$ cat config.mk
export PLATFORM = sky130hd
export DESIGN_NAME = hht_fetch_sched
export DESIGN_NICKNAME = d
export VERILOG_FILES = /design/src/rtl/hht_fetch_sched.sv
export SDC_FILE = /design/constraint.sdc
export NUM_CORES = 1
export LEC_CHECK = 0
export CAP_MARGIN = 5
export CORE_AREA = 2 2 214 216
export CTS_BUF_LIST = sky130_fd_sc_hd__clkbuf_8
export CTS_CLUSTER_DIAMETER = 80
export DETAILED_ROUTE_END_ITERATION = 8
export DIE_AREA = 0 0 216 218
export HOLD_SLACK_MARGIN = 0.03
export PLACE_DENSITY = 0.78
export SYNTH_ARGS = -nofsm -noshare
export SYNTH_HDL_FRONTEND = slang
export SYNTH_SLANG_ARGS = --single-unit
export TNS_END_PERCENT = 20
$ cat constraint.sdc
create_clock -name Clk -period 22.6 [get_ports Clk]
set_clock_uncertainty 0.1 [all_clocks]
set_input_delay 4.52 -clock Clk [delete_from_list [all_inputs] [get_ports Clk]]
set_output_delay 4.52 -clock Clk [all_outputs]
set_load 0.01 [all_outputs]
$ cat src/rtl/hht_fetch_sched.sv
// Coefficient/column fetch scheduler: loads V_SIZE coefficients into a bank,
// then streams csize column samples to the datapath with valid/ready handshake.
module hht_fetch_sched #(
  parameter int V_SIZE = 9,
  parameter int DW     = 32
) (
  input  logic                 Clk,
  input  logic                 Rst,
  input  logic                 start,
  input  logic                 abort,
  input  logic [DW-1:0]        v_values_base,
  input  logic [DW-1:0]        wdata_col_base,
  input  logic [DW-1:0]        csize,
  output logic [DW-1:0]        addr2,
  input  logic [DW-1:0]        dataIn2,
  output logic [DW-1:0]        addr1,
  input  logic [DW-1:0]        dataIn1,
  output logic [V_SIZE*DW-1:0] coef,
  output logic                 coef_valid,
  output logic                 s_valid,
  input  logic                 s_ready,
  output logic [DW-1:0]        s_data,
  output logic                 s_last,
  output logic                 busy,
  output logic                 done,
  output logic                 err
);

  localparam int KW = (V_SIZE > 1) ? $clog2(V_SIZE) : 1;

  typedef enum logic [1:0] {IDLE, LOAD_V, STREAM, DONE} state_t;

  state_t              r_state, w_next;
  logic [KW-1:0]       r_k;
  logic [DW-1:0]       r_idx;
  logic [DW-1:0]       r_csize;
  logic [DW-1:0]       r_cbase;
  logic [DW-1:0]       r_addr1;
  logic [DW-1:0]       r_addr2;
  logic [V_SIZE*DW-1:0] r_coef;
  logic                r_coef_valid;
  logic                r_err;
  logic                w_k_last;
  logic                w_last;

  assign w_k_last = (r_k == KW'(V_SIZE - 1));
  assign w_last   = (r_idx == r_csize - 1'b1);

  always_ff @(posedge Clk or posedge Rst) begin
    if (Rst) r_state <= IDLE;
    else     r_state <= w_next;
  end

  always_comb begin
    w_next = r_state;
    case (r_state)
      IDLE:   if (start) w_next = (csize == '0) ? DONE : LOAD_V;
      LOAD_V: if (abort) w_next = IDLE;
              else if (w_k_last) w_next = STREAM;
      STREAM: if (abort) w_next = IDLE;
              else if (s_ready && w_last) w_next = DONE;
      DONE:   w_next = IDLE;
      default: w_next = IDLE;
    endcase
  end

  always_ff @(posedge Clk or posedge Rst) begin
    if (Rst) begin
      r_k          <= '0;
      r_idx        <= '0;
      r_csize      <= '0;
      r_cbase      <= '0;
      r_addr1      <= '0;
      r_addr2      <= '0;
      r_coef       <= '0;
      r_coef_valid <= 1'b0;
      r_err        <= 1'b0;
    end else begin
      case (r_state)
        IDLE: begin
          if (start) begin
            if (csize != '0) begin
              r_csize      <= csize;
              r_cbase      <= wdata_col_base;
              r_addr2      <= v_values_base;
              r_k          <= '0;
              r_idx        <= '0;
              r_coef_valid <= 1'b0;
              r_err        <= 1'b0;
            end else begin
              r_err        <= 1'b1;
            end
          end
        end
        LOAD_V: begin
          if (abort) begin
            r_coef_valid <= 1'b0;
            r_addr2      <= '0;
          end else begin
            for (int unsigned k = 0; k < V_SIZE; k++)
              if (r_k == KW'(k)) r_coef[k*DW +: DW] <= dataIn2;
            if (w_k_last) begin
              r_coef_valid <= 1'b1;
              r_addr2      <= '0;
              r_addr1      <= r_cbase;
            end else begin
              r_addr2 <= r_addr2 + 1'b1;
              r_k     <= r_k + 1'b1;
            end
          end
        end
        STREAM: begin
          // abort wins over a transfer presented in the same cycle
          if (abort) begin
            r_coef_valid <= 1'b0;
            r_addr1      <= '0;
          end else if (s_ready) begin
            r_idx   <= r_idx + 1'b1;
            r_addr1 <= w_last ? '0 : r_addr1 + 1'b1;
          end
        end
        DONE:    r_err <= 1'b0;
        default: ;
      endcase
    end
  end

  assign addr1      = r_addr1;
  assign addr2      = r_addr2;
  assign coef       = r_coef;
  assign coef_valid = r_coef_valid;
  assign s_valid    = (r_state == STREAM);
  assign s_data     = s_valid ? dataIn1 : '0;
  assign s_last     = s_valid && w_last;
  assign busy       = (r_state == LOAD_V) || (r_state == STREAM);
  assign done       = (r_state == DONE);
  assign err        = (r_state == DONE) && r_err;

endmodule

# After elaboration in Yosys (flattened, before gate mapping)
# Cells that the tools add are included.
# totals
reg_bits	456
latchBits	0
ram_bits	0
romBits	0
input_bits	165
output_inout_bits	390
wordCells	115
mem_count	0
# op_classes
n_addsub	5
mul	0
div	0
n_lt_le_gt_ge	0
n_eq_ne	23
shift	0
n_mux	38
bitwise_logic	1
n_reduce_logical	30
# ops
op	n
2-to-1 mux 32 bit	14
case mux 32 bit (2 select lines)	3
adder 32 x 1 -> 32 bit (second input constant)	3
AND reduction 3 bit	12
equality test 32 bit	1
zero test 32 bit	1
nonzero test 32 bit	1
subtractor 32 x 1 -> 32 bit (second input constant)	1
equality test 4 x 3 -> 1 bit (second input constant)	4
2-to-1 mux 4 bit	4
AND reduction 5 bit	3
!= test 2 bit (second input constant)	7
2-to-1 mux 2 bit	6
equality test 4 x 2 -> 1 bit (second input constant)	2
case mux 2 bit (4 select lines)	1
case mux 4 bit (2 select lines)	1
nonzero test 2 bit	4
2-to-1 mux 1 bit	7
!= test 3 x 2 -> 1 bit (second input constant)	2
adder 4 x 1 -> 4 bit (second input constant)	1
equality test 2 bit (second input constant)	2
equality test 4 x 1 -> 1 bit (second input constant)	1
equality test 4 bit (second input constant)	1
zero test 4 bit	1
12 further kinds	14

# Logic depth before layout (Yosys ltp)
# depth
word_depth	6
ltp_mapped	13
ltp_nobuf	10

# Worst setup path before layout
# No wires, ideal clock.
# synth_path
kind	input to output
startpoint	input port dataIn1[0]
endpoint	output port s_data[0]
t_arrival_ns	4.685
t_required_ns	17.980
slack_ns	13.295
path_stages	1
path_buffers	0
cell_sequence	and2_1
# synth_via
elab_chain_cells	1
# synth_rtl
item	line_no	text
from (decl)	17	input logic [DW-1:0] dataIn1,
2-to-1 mux 32 bit	133	assign s_data = s_valid ? dataIn1 : '0;
to (decl)	22	output logic [DW-1:0] s_data,
# No other way between the ends.

# Final worst setup path
# layout_path
startpoint	input port dataIn1[25]
endpoint	output port s_data[25]
# Same word-level chain as after synthesis.

==> impl_results.rst <==
.. list-table::
   :header-rows: 1

   * - Metric
     - Value
   * - Antenna violation net count after detailed routing
     - 0
   * - Leakage
     - between 10 and 15 nW
   * - I/O pin cnt
     - 555
   * - Proportion of layout cells with a drive suffix above 1
     - between 20% and 30%
   * - Worst Path Required
     - about 18 ns
   * - Fraction of post-synthesis cell area in the top cell type by area
     - a little over half
   * - DR iter-0 viols
     - between 1000 and 1500
   * - Wire length of the first global-routing pass
     - 101.4 mm
   * - Post-cts repair resize count
     - 0
   * - Hold Fails Final Rpt
     - 0
   * - Placer Congestion
     - between 0.9 and 1
   * - Post-Syn Nets
     - roughly 2000
   * - Starting density of the core
     - between 40% and 50%
   * - Post-synthesis cell area
     - approximately 21000 µm²
   * - Count of state elements after synthesis
     - 456
   * - Critical path buffers and inverters
     - 2
   * - Worst hold path class
     - flip-flop to flip-flop
   * - Sum of net half-perimeters after detailed placement
     - 44.96 mm
   * - Async set-reset flop share out of synthesis
     - 100.0%
   * - Worst path most repeated cell
     - sky130_fd_sc_hd__clkdlybuf4s50_1
   * - WL/cell
     - 21.91 µm
   * - Num CTS Buffers
     - just under 80
   * - Worst Hold Margin
     - approximately 0.4 ns
   * - Total congestion overflow
     - 0
   * - Vias per Instance
     - between 5 and 6
   * - Final #Nets
     - 2529
   * - Total Negative Setup Slacks
     - 0 ns
   * - Rel. slew slack
     - between 20% and 30%
   * - Power Total
     - 3.318 mW
   * - Unrepaired setup endpoints after global routing
     - false
   * - Root buf cell
     - sky130_fd_sc_hd__clkbuf_8
   * - Ratio of total power to cell area
     - around 110 nW/µm²
   * - Post-route DRC violation count
     - 0
   * - Count of hold-fix buffers inserted at cts
     - 0
   * - Worst Setup End Kind
     - output pin
   * - Cells traversed along the worst timing path
     - clkdlybuf4s50_1 > and2_1 > clkdlybuf4s50_1
   * - F_max
     - between 0.09 and 0.1 GHz
   * - Worst Setup Path Type
     - primary input to output pin
   * - Post-synthesis average cell area
     - between 10 and 15 µm²
   * - Pin count of the biggest net entering global routing
     - approximately 140
   * - Synth Area in Adders
     - less than 1%
   * - Syn Inst Count
     - around 1800
   * - Vias in the first global route
     - 17740
   * - Total routed wirelength
     - around 66 mm
   * - H-Tree Level Count
     - 3
   * - Clock Latency Late Sink
     - 0.67 ns
   * - Reported max-cap violation count
     - 0
   * - Maximum cell stage delay along the critical path
     - between 0.5 and 0.6 ns
   * - Largest buffer count on any clock path
     - 3
   * - Vias after detailed routing
     - roughly 17000
   * - Horiz. Die Dim
     - ~220 µm
   * - Slew at the pin closest to its max-slew limit
     - ~1.1 ns
   * - Xor/xnor share of the synthesized area
     - roughly 2.1%
   * - Minimum setup slack in the final design
     - between 10 and 15 ns
   * - Launching element type of the critical path
     - primary input
   * - Maximum net fanout on the critical path
     - 1
   * - Dominant combinational cell family by area after synthesis
     - multiplexers
   * - Post-Place Setup Slack
     - approximately 12 ns
   * - Cell type of the slowest stage on the worst timing path
     - sky130_fd_sc_hd__clkdlybuf4s50_1
   * - Clock-pin slew on the worst setup and hold paths
     - about 0.06 ns
   * - Multiplexer share of the synthesized area
     - about a fifth
   * - Area growth, synth to finish
     - 35.98%
   * - Number of cell instances on the worst register-to-register path
     - 9
   * - Sequential area share after synthesis
     - a little over half
   * - Number of clock sinks
     - 456
   * - Core footprint
     - around 45000 µm²
   * - Number of iterations in the first detailed-routing pass
     - 7
   * - Final number of setup-violating endpoints
     - 0
   * - Overall track demand over capacity in global routing
     - between 20 and 30%
   * - Number of enable-type register cells in the synthesized netlist
     - 0
   * - I/O Buffers
     - ~550
   * - Placed Cells incl. Taps
     - approximately 2900
   * - Synthesis Warnings
     - 0
   * - Top FF cell, synth
     - sky130_fd_sc_hd__dfrtp_1
   * - Outcome
     - finished, final reports clean
   * - Full die area
     - between 40000 and 50000 µm²
   * - IR drop worst, VDD
     - 0.00007945 V
   * - Instance count along the most critical hold path
     - 1
   * - Ratio of final minimum period to clock period
     - ~46%
   * - Post-synthesis share of cell area spent on and, or, nand and nor gates
     - 12.60%
   * - Non-filler instance count after layout
     - ~3000
   * - Largest cells by area after synthesis
     - sky130_fd_sc_hd__dfrtp_1, sky130_fd_sc_hd__mux2_2, sky130_fd_sc_hd__o21ai_0, sky130_fd_sc_hd__o211ai_1, sky130_fd_sc_hd__nand2_1
   * - Worst path depth
     - 3
   * - Die Height
     - 218 µm
   * - Shortest period the worst path allows
     - 10.30 ns
   * - Setup repair bufs after CTS
     - 0
   * - Clock tree from TritonCTS
     - done
   * - Number of distinct library cells after synthesis
     - between 70 and 80
   * - Std-Cell Rows
     - around 80
   * - Post-synthesis compound-gate area fraction
     - 9.305%
   * - Endpoint arrival time on the critical path
     - between 5 and 6 ns
   * - Initial antenna violation count
     - 3
   * - Post-synth top area cell
     - sky130_fd_sc_hd__dfrtp_1
   * - Final slew viol count
     - 0
   * - Kind of cell with the highest combined delay on the critical path
     - buffers and inverters
## cells in the final DEF (no fill, tap or decap), types with 5 or more instances in the layout
master                            synthesis  layout
sky130_fd_sc_hd__a21oi_1                 78      78
sky130_fd_sc_hd__a22o_1                   8       8
sky130_fd_sc_hd__a22oi_1                  6       6
sky130_fd_sc_hd__a31oi_1                  9       9
sky130_fd_sc_hd__a32oi_1                  6       6
sky130_fd_sc_hd__and2_1                  45      45
sky130_fd_sc_hd__and3_1                  17      17
sky130_fd_sc_hd__and4_1                   5       5
sky130_fd_sc_hd__buf_4                    0      20
sky130_fd_sc_hd__clkbuf_8                 0      93
sky130_fd_sc_hd__clkdlybuf4s50_1          0     554
sky130_fd_sc_hd__clkinv_2                 0      15
sky130_fd_sc_hd__dfrtp_1                456     456
sky130_fd_sc_hd__ha_1                    12      11
sky130_fd_sc_hd__inv_1                   33      57
sky130_fd_sc_hd__mux2_2                 353     353
sky130_fd_sc_hd__nand2_1                105      97
sky130_fd_sc_hd__nand2_2                  0       8
sky130_fd_sc_hd__nand3_1                 38      38
sky130_fd_sc_hd__nand3b_1                 9       9
sky130_fd_sc_hd__nand4_1                 29      29
sky130_fd_sc_hd__nor2_1                  74      73
sky130_fd_sc_hd__nor2b_1                  5       5
sky130_fd_sc_hd__nor3_1                  57      56
sky130_fd_sc_hd__nor3b_1                 38      38
sky130_fd_sc_hd__nor4_1                  23      23
sky130_fd_sc_hd__o211ai_1                53      53
sky130_fd_sc_hd__o211ai_2                 8       8
sky130_fd_sc_hd__o21ai_0                 88      88
sky130_fd_sc_hd__o22ai_1                  5       5
sky130_fd_sc_hd__o31ai_1                  6       6
sky130_fd_sc_hd__or3_1                   16      16
sky130_fd_sc_hd__or4_1                    6       6
sky130_fd_sc_hd__xnor2_1                 34      34
sky130_fd_sc_hd__xor2_1                  14      14
## routing by layer
layer  global-route usage (%)  wire, µm  vias to the layer above
li1                         -         -                     7673
met1                    32.91     25450                     8541
met2                    46.83     32580                      662
met3                    8.856      5944                      127
met4                    10.68      2054                        0
met5                        0         0                        -
## final cells by class
cell class,count,area [µm²]
flip-flops and latches,456,11410
clock buffers,93,1280
repair buffers,574,5695
clock inverters,46,282.8
multi-input cells,1208,9294
fillers,3449,16040
well taps,600,750.7
inverters,33,131.4
diodes,3,7.507
## Yosys cell counts, drive strengths merged, types with 5 or more instances
master and count:
or4 7, xnor2 34, nand3 38, nor2b 5, a22o 8, o21ai 90
nor3 59, clkbuf 59, o22ai 5, a21oi 78, xor2 14, nor4 27
a31oi 9, a32oi 6, dfrtp 456, nand3b 9, and2 45, mux2 353
and3 17, and4 5, a22oi 6, o31ai 6, or3 16, o211ai 61
ha 12, nor2 74, nand2 105, nand4 29, inv 33, nor3b 38
buf 42
## worst paths after layout
kind                                  start     endpoint  slack, ns
worst min-delay path            r_cbase[11]  r_cbase[11]       0.40
min in group asynchronous               Rst    addr2[24]       4.40
max in group asynchronous               Rst     coef[87]      15.37
worst max register to register  r_csize[12]    addr1[22]      18.09
worst min register to register  r_cbase[11]  r_cbase[11]       0.40
worst max-delay path            dataIn1[25]   s_data[25]      12.30
## worst register-to-register path, cell delays in order (launching register included)
cell and delay, ns:
sky130_fd_sc_hd__dfrtp_1 0.48, sky130_fd_sc_hd__nor4_4 0.40, sky130_fd_sc_hd__nand4_1 0.56, sky130_fd_sc_hd__or4_1 0.68, sky130_fd_sc_hd__a211oi_1 0.30, sky130_fd_sc_hd__o22ai_1 0.17, sky130_fd_sc_hd__or2_1 0.22, sky130_fd_sc_hd__buf_4 0.25
sky130_fd_sc_hd__o21ai_4 0.91, sky130_fd_sc_hd__o211ai_1 0.26
## logic make-up after synthesis
kind of cell / count (synthesis)
and+or+nand+nor: 489
DFF: 456
muxes: 356
AOI/OAI and AO/OA: 302
buffers and inverters: 134
xor gates and xnor gates: 49
adders and majority gates: 12
## stage by stage
step / instance area, µm² / utilization (%)
global route: 28850 / 64.27
floorplan: 21220 / -
detailed placement: 27280 / 60.77
CTS: 28850 / 64.25
global placement: 27280 / 60.77
finish: 28850 / 64.27
## flip-flops by register name, indices dropped and copies added, names as in the netlist, 2 cells and up
name     cells
r_idx       32
addr2       32
addr1       32
r_k          4
coef       288
r_state      2
r_cbase     32
r_csize     32
## power breakdown
group	total [mW]	internal (mW)	switching, mW
logic	1.29	0.669	0.619
clock network	0.749	0.408	0.341
registers	1.28	1.05	0.227
No activity file was read; power rests on OpenSTA's default activity.
